==> src/rtl/comparator_frame_reader_if.sv <==
// rtl/comparator_frame_reader_if.sv - read-side bus of the comparator FIFO
// master is the frame reader issuing rdreq; slave is the FIFO read port.
interface comparator_frame_reader_if #(
    parameter int DATA_W  = 8,
    parameter int USEDW_W = 11
);
    logic [DATA_W-1:0]  fifo_q;
    logic               fifo_rdempty;
    logic [USEDW_W-1:0] fifo_rdusedw;
    logic               fifo_rdreq;

    modport master (
        output fifo_rdreq,
        input  fifo_q,
        input  fifo_rdempty,
        input  fifo_rdusedw
    );

    modport slave (
        input  fifo_rdreq,
        output fifo_q,
        output fifo_rdempty,
        output fifo_rdusedw
    );
endinterface

==> src/rtl/comparator_frame_reader.sv <==
// rtl/comparator_frame_reader.sv - drains FRAME_LEN-byte frames from a non-showahead FIFO
// and compares each frame against a masked reference, keeping saturating match counters.
module comparator_frame_reader #(
    parameter int FRAME_LEN = 4,
    parameter int DATA_W    = 8,
    parameter int USEDW_W   = 11,
    parameter int CNT_W     = 16
) (
    input  logic                        clk,
    input  logic                        rst,
    input  logic                        enable,
    input  logic                        clr_counts,
    input  logic [DATA_W*FRAME_LEN-1:0] pattern,
    input  logic [DATA_W*FRAME_LEN-1:0] mask,
    comparator_frame_reader_if.master   fifo,
    output logic [DATA_W*FRAME_LEN-1:0] frame_data,
    output logic                        frame_valid,
    output logic                        match,
    output logic                        mismatch,
    output logic [CNT_W-1:0]            match_count,
    output logic [CNT_W-1:0]            mismatch_count,
    output logic                        busy
);
    localparam int FW = DATA_W * FRAME_LEN;
    localparam int IW = $clog2(FRAME_LEN + 1);

    typedef enum logic [1:0] {S_IDLE, S_READ, S_WAIT_LAST, S_RESULT} state_t;

    state_t            state_q, state_d;
    logic [IW-1:0]     issued_q, issued_d;
    logic [IW-1:0]     cap_q, cap_d;
    logic              rdreq_q, rdreq_d;
    logic              rd_d1_q;
    logic [FW-1:0]     shift_q, shift_d;
    logic [FW-1:0]     frame_data_q, frame_data_d;
    logic              frame_valid_q, frame_valid_d;
    logic              match_q, match_d;
    logic              mismatch_q, mismatch_d;
    logic [CNT_W-1:0]  match_cnt_q, match_cnt_d;
    logic [CNT_W-1:0]  mismatch_cnt_q, mismatch_cnt_d;
    logic              busy_q;

    logic              qualify;
    logic [IW-1:0]     issued_inc;
    logic              last_cap;
    logic [FW-1:0]     shift_next;
    logic              cmp_ok;

    assign qualify    = enable && !fifo.fifo_rdempty &&
                        (fifo.fifo_rdusedw >= USEDW_W'(FRAME_LEN));
    assign issued_inc = issued_q + IW'(rdreq_q);
    assign last_cap   = rd_d1_q && (cap_q == IW'(FRAME_LEN - 1));
    assign shift_next = FW'({shift_q, fifo.fifo_q});
    assign cmp_ok     = (((shift_next ^ pattern) & mask) == '0);

    always_comb begin
        state_d        = state_q;
        issued_d       = issued_q;
        cap_d          = cap_q;
        rdreq_d        = 1'b0;
        shift_d        = shift_q;
        frame_data_d   = frame_data_q;
        frame_valid_d  = 1'b0;
        match_d        = 1'b0;
        mismatch_d     = 1'b0;
        match_cnt_d    = match_cnt_q;
        mismatch_cnt_d = mismatch_cnt_q;

        // Byte requested last cycle is on fifo_q now; rd_d1 qualifies the capture.
        if (rd_d1_q) begin
            shift_d = shift_next;
            cap_d   = last_cap ? '0 : cap_q + IW'(1);
        end

        case (state_q)
            S_IDLE, S_RESULT: begin
                // RESULT re-qualifies too, so back-to-back frames need no extra idle cycle.
                if (qualify) begin
                    state_d  = S_READ;
                    rdreq_d  = 1'b1;
                    issued_d = '0;
                end else begin
                    state_d  = S_IDLE;
                end
            end
            S_READ: begin
                issued_d = issued_inc;
                if (issued_inc == IW'(FRAME_LEN)) begin
                    state_d = S_WAIT_LAST;
                end else begin
                    rdreq_d = !fifo.fifo_rdempty;
                end
            end
            S_WAIT_LAST: begin
                if (last_cap) begin
                    state_d       = S_RESULT;
                    frame_data_d  = shift_next;
                    frame_valid_d = 1'b1;
                    match_d       = cmp_ok;
                    mismatch_d    = !cmp_ok;
                    if (cmp_ok && (match_cnt_q != '1)) begin
                        match_cnt_d = match_cnt_q + CNT_W'(1);
                    end
                    if (!cmp_ok && (mismatch_cnt_q != '1)) begin
                        mismatch_cnt_d = mismatch_cnt_q + CNT_W'(1);
                    end
                end
            end
            default: state_d = S_IDLE;
        endcase

        if (clr_counts) begin
            match_cnt_d    = '0;
            mismatch_cnt_d = '0;
        end
    end

    always_ff @(posedge clk) begin
        if (rst) begin
            state_q        <= S_IDLE;
            issued_q       <= '0;
            cap_q          <= '0;
            rdreq_q        <= 1'b0;
            rd_d1_q        <= 1'b0;
            shift_q        <= '0;
            frame_data_q   <= '0;
            frame_valid_q  <= 1'b0;
            match_q        <= 1'b0;
            mismatch_q     <= 1'b0;
            match_cnt_q    <= '0;
            mismatch_cnt_q <= '0;
            busy_q         <= 1'b0;
        end else begin
            state_q        <= state_d;
            issued_q       <= issued_d;
            cap_q          <= cap_d;
            rdreq_q        <= rdreq_d;
            rd_d1_q        <= rdreq_q;
            shift_q        <= shift_d;
            frame_data_q   <= frame_data_d;
            frame_valid_q  <= frame_valid_d;
            match_q        <= match_d;
            mismatch_q     <= mismatch_d;
            match_cnt_q    <= match_cnt_d;
            mismatch_cnt_q <= mismatch_cnt_d;
            busy_q         <= (state_d != S_IDLE);
        end
    end

    assign fifo.fifo_rdreq = rdreq_q;
    assign frame_data      = frame_data_q;
    assign frame_valid     = frame_valid_q;
    assign match           = match_q;
    assign mismatch        = mismatch_q;
    assign match_count     = match_cnt_q;
    assign mismatch_count  = mismatch_cnt_q;
    assign busy            = busy_q;
endmodule

==> src/flat_wrapper.sv <==
// flat-port wrapper written by rule: the top's interface ports become plain ports
module comparator_frame_reader_flat 
#(
    parameter int FRAME_LEN = 4,
    parameter int DATA_W    = 8,
    parameter int USEDW_W   = 11,
    parameter int CNT_W     = 16
)
  (clk, rst, enable, clr_counts, pattern, mask, frame_data, frame_valid, match, mismatch, match_count, mismatch_count, busy, fifo_fifo_rdreq, fifo_fifo_q, fifo_fifo_rdempty, fifo_fifo_rdusedw);
  comparator_frame_reader_if #(.DATA_W(DATA_W), .USEDW_W(USEDW_W)) fifo_i ();
  input  logic clk;
  input  logic rst;
  input  logic enable;
  input  logic clr_counts;
  input  logic [DATA_W*FRAME_LEN-1:0] pattern;
  input  logic [DATA_W*FRAME_LEN-1:0] mask;
  output logic [DATA_W*FRAME_LEN-1:0] frame_data;
  output logic frame_valid;
  output logic match;
  output logic mismatch;
  output logic [CNT_W-1:0] match_count;
  output logic [CNT_W-1:0] mismatch_count;
  output logic busy;
  output wire logic [$bits(fifo_i.fifo_rdreq)-1:0] fifo_fifo_rdreq;
  input wire logic [$bits(fifo_i.fifo_q)-1:0] fifo_fifo_q;
  input wire logic [$bits(fifo_i.fifo_rdempty)-1:0] fifo_fifo_rdempty;
  input wire logic [$bits(fifo_i.fifo_rdusedw)-1:0] fifo_fifo_rdusedw;
  assign fifo_fifo_rdreq = fifo_i.fifo_rdreq;
  assign fifo_i.fifo_q = fifo_fifo_q;
  assign fifo_i.fifo_rdempty = fifo_fifo_rdempty;
  assign fifo_i.fifo_rdusedw = fifo_fifo_rdusedw;
  comparator_frame_reader #(.FRAME_LEN(FRAME_LEN), .DATA_W(DATA_W), .USEDW_W(USEDW_W), .CNT_W(CNT_W)) u_core (.clk(clk), .rst(rst), .enable(enable), .clr_counts(clr_counts), .pattern(pattern), .mask(mask), .fifo(fifo_i), .frame_data(frame_data), .frame_valid(frame_valid), .match(match), .mismatch(mismatch), .match_count(match_count), .mismatch_count(mismatch_count), .busy(busy));
endmodule
==> config.mk <==
export PLATFORM = sky130hd
export DESIGN_NAME = comparator_frame_reader_flat
export DESIGN_NICKNAME = d
export VERILOG_FILES = /design/src/rtl/comparator_frame_reader_if.sv /design/src/rtl/comparator_frame_reader.sv /design/src/flat_wrapper.sv
export SDC_FILE = /design/constraint.sdc
export NUM_CORES = 1
export LEC_CHECK = 0
export CAP_MARGIN = 10
export CORE_UTILIZATION = 47
export CTS_BUF_LIST = sky130_fd_sc_hd__clkbuf_4
export DETAILED_ROUTE_END_ITERATION = 10
export PLACE_DENSITY = 0.79
export SLEW_MARGIN = 20
export SYNTH_ARGS = -nofsm -noshare
export SYNTH_HDL_FRONTEND = slang
export SYNTH_SLANG_ARGS = --single-unit
==> constraint.sdc <==
create_clock -name clk -period 2.5 [get_ports clk]
set_input_delay 0.25 -clock clk [delete_from_list [all_inputs] [get_ports clk]]
set_output_delay 0.25 -clock clk [all_outputs]
set_load 0.02 [all_outputs]
==> summary.txt <==
Status
  – Run status: finished, final reports clean

Logic synthesis
  – Synthesized Nets: 639
  – Synth warn: 0
  – Post-Syn Instances: 544
  – Post-Synthesis Cell Area: 0.00462 mm2
  – Register area share after synthesis: 44.2%
  – Mean Syn Cell Area: 8.50 um2
  – Synth cell types: 40
  – Yosys reg bits: 102

Routing
  – DR iter-0 viols: 179
  – Drt first pass iters: 5
  – Vias per Instance: 5.55
  – Total Routed Length: 13.8 mm
  – Routed WL per cell: 16.3 um
  – Final antenna-violating net count: 0
  – Number of remaining DRC errors: 0
  – Routed via count: 4704

Floorplan
  – CORE AREA: 0.00937 mm2
  – Die Height: 101 um
  – Initial Util: 49.3%
  – Row cnt: 35
  – Die ar.: 0.0102 mm2
  – Ports: 157
  – Chip width: 101 um

GRT
  – Global route overflow: 0
  – Largest net degree at the start of global routing: 47
  – Gr usage total: 27.0%
  – Global-route wire length before repair: 21.4 mm
  – Antenna violations before repair: 0
  – Vias in the first global route: 4355

STA
  – Worst rel slew slack: 60.4%
  – Period utilization: 99.6%
  – Min cycle time layout: 2.49 ns
  – Max frequency: 0.402 GHz
  – RSZ-0062 raised after global routing: yes
  – Clock Skew: 0.0217 ns
  – Worst setup margin: 0.00958 ns
  – Worst Tran Pin Value: 0.591 ns
  – Final Hold Fails: 0
  – Setup violations, final: 0
  – Slew Viols, Final: 0

Placed design
  – DP Worst Slack: -0.414 ns
  – GP Congestion: 0.828
  – Dpl cells: 826
  – Dpl hpwl: 10.1 mm
  – Input/output buffers: 154
  – DP Area: 0.00643 mm2

Finish
  – Most common cell after layout, fill and taps aside: clkdlybuf4s50_1
  – Syn-to-layout area delta: 43.2%
  – Most frequent cells in the layout: 153 x clkdlybuf4s50_1, 95 x dfxtp_1, 85 x nand2_1, 64 x a21oi_1
  – # diodes: 0
  – Nets: 809
  – Fraction of layout cells with a size suffix above 1: 9.74%
  – Final std cells w/o fill: 848
  – Filler cells: 767
  – Post-Layout Inst Area: 0.00662 mm2

Power and ir drop
  – P per Cell Area: 406 mW/mm2
  – Worst vdd ir: 0.389 mV
  – Static Leak: 2.32 nW

Clock network
  – Later-pin clock latency in the skew report: 0.45 ns
  – Clock sinks: 102
  – Hold-fix buffer count after cts: 0
  – Clock root buffer: clkbuf_4
  – Register clock-pin slew on the reported worst setup and hold paths: 0.16 ns
  – Clock buffer depth: 2
  – H-tree depth: 3
  – CTS tree: built
  – TritonCTS Buffers: 9

Worst setup path
  – Arrival time worst endpoint: 2.88 ns
  – Worst-path fanout max: 12
  – Kind of critical path: reg -> reg
  – Worst setup SP type: flip-flop
  – CP required: 2.89 ns
  – Crit. End Element: flip-flop

Worst hold path
  – Hold Path Class: in -> reg

Flow run
  – Max-Cap Viols: 0
## synthesized netlist by cell type, drive strengths merged
library cell	number	area share, %
nand4b	2	0.38
nor4	4	0.54
a211o	1	0.19
nand3	18	1.9
a21boi	2	0.32
and3	7	0.95
mux2	1	0.24
buf	4	0.49
inv	6	0.49
a31o	1	0.19
o311ai	2	0.38
or3	21	2.8
and2	2	0.27
nand2	85	6.9
ha	7	1.9
nand2b	1	0.14
or2	2	0.27
nor3	5	0.54
o31a	3	0.57
o31ai	10	1.6
nor2	35	2.8
o41ai	3	0.57
a21oi	64	6.9
or4	9	1.5
o21ai	16	1.7
dfxtp	102	44
nand3b	3	0.49
a211oi	2	0.32
mux2i	27	5.8
nand4	15	2.0
or4b	1	0.22
o21a	1	0.16
and4	3	0.57
xnor2	1	0.19
clkbuf	27	2.2
xor2	32	6.1
a22oi	16	2.6
nor2b	3	0.41
## state kept, by name, indices dropped and copies added (netlist names)
signal and count:
u_core.rd_d1_q 1, u_core.fifo.fifo_rdreq 1, u_core.state_q 2, u_core.frame_valid 1, u_core.frame_data 32, u_core.issued_q 3, u_core.busy 1, u_core.shift_q 24
u_core.match_count 16, u_core.match 1, u_core.mismatch_count 16, u_core.cap_q 3, u_core.mismatch 1
## what timing repair did
item,4_1_cts,5_1_grt
cloned,1,0
endpoints found under the setup margin,7,12
gates resized for setup,4,9
pin swaps,4,3
setup buffers,5,0
hold endpoints to repair,0,0
## cell families (layout without fill, tap and decap cells)
| logic type | count (synthesis) | count (layout) | synth area share (%) |
|---|---|---|---|
| buffers and inverters | 37 | 211 | 3.17 |
| adders and majority gates | 7 | 7 | 1.89 |
| DFF | 102 | 102 | 44.2 |
| and+or+nand+nor | 216 | 217 | 22.9 |
| muxes | 28 | 28 | 6.09 |
| xor gates and xnor gates | 33 | 33 | 6.25 |
| AOI/OAI and AO/OA | 121 | 121 | 15.6 |
## layout make-up
cell class	count	area [um2]	share of cell area, %
Clock buffer	10	75.1	1.13
Timing Repair Buffer	189	1800	27.2
Sequential cell	102	2050	31.0
Tap cell	129	161	2.44
Inverter	6	22.5	0.340
Clock inverter	6	37.5	0.567
Multi-Input combinational cell	406	2480	37.4
## final timing paths
check	cells past startpoint	to	slack, ns	from
max	7	u_core.match_count[11]	0.01	u_core.shift_q[9]
min	2	u_core.shift_q[20]	0.25	rst
max reg2reg	7	u_core.match_count[11]	0.01	u_core.shift_q[9]
min reg2reg	2	u_core.frame_data[2]	0.47	u_core.frame_data[2]
## critical path: stages, from the launching register on
cell,delay [ns]
dfxtp_2,0.39
xor2_1,0.17
a22oi_2,0.21
nand4_1,0.13
buf_4,0.18
or4_4,0.64
or4_4,0.54
a21oi_1,0.17
## where the power goes
part	total, mW	switching [mW]	leakage (nW)	internal, mW
Combinational	0.303	0.119	1.43	0.184
Clock	0.749	0.536	0.0618	0.214
Sequential	1.64	0.00681	0.826	1.63
Total	2.69	0.661	2.32	2.03
## metrics by stage
step | utilization [%] | power [mW] | hold WS (ns) | setup TNS (ns)
after global routing | 70.7 | 2.79 | 0.282 | -0.190
after CTS | 70.5 | 2.70 | 0.233 | 0
after floorplan | - | 1.77 | 0.386 | 0
after detailed placement | 68.6 | 1.96 | 0.447 | -6.27
after global placement | 68.6 | 1.96 | 0.442 | -3.30
final | 70.7 | 2.69 | 0.249 | 0
## layer usage
metal	part of all wire, %	GRT usage [%]	vias to the layer above
met1	42	33.6	2228
met5	0	0	-
li1	-	-	2292
met2	49	46.4	165
met4	2.0	7.36	0
met3	6.5	7.04	19
Note: power is estimated with default switching activity, not from simulation.
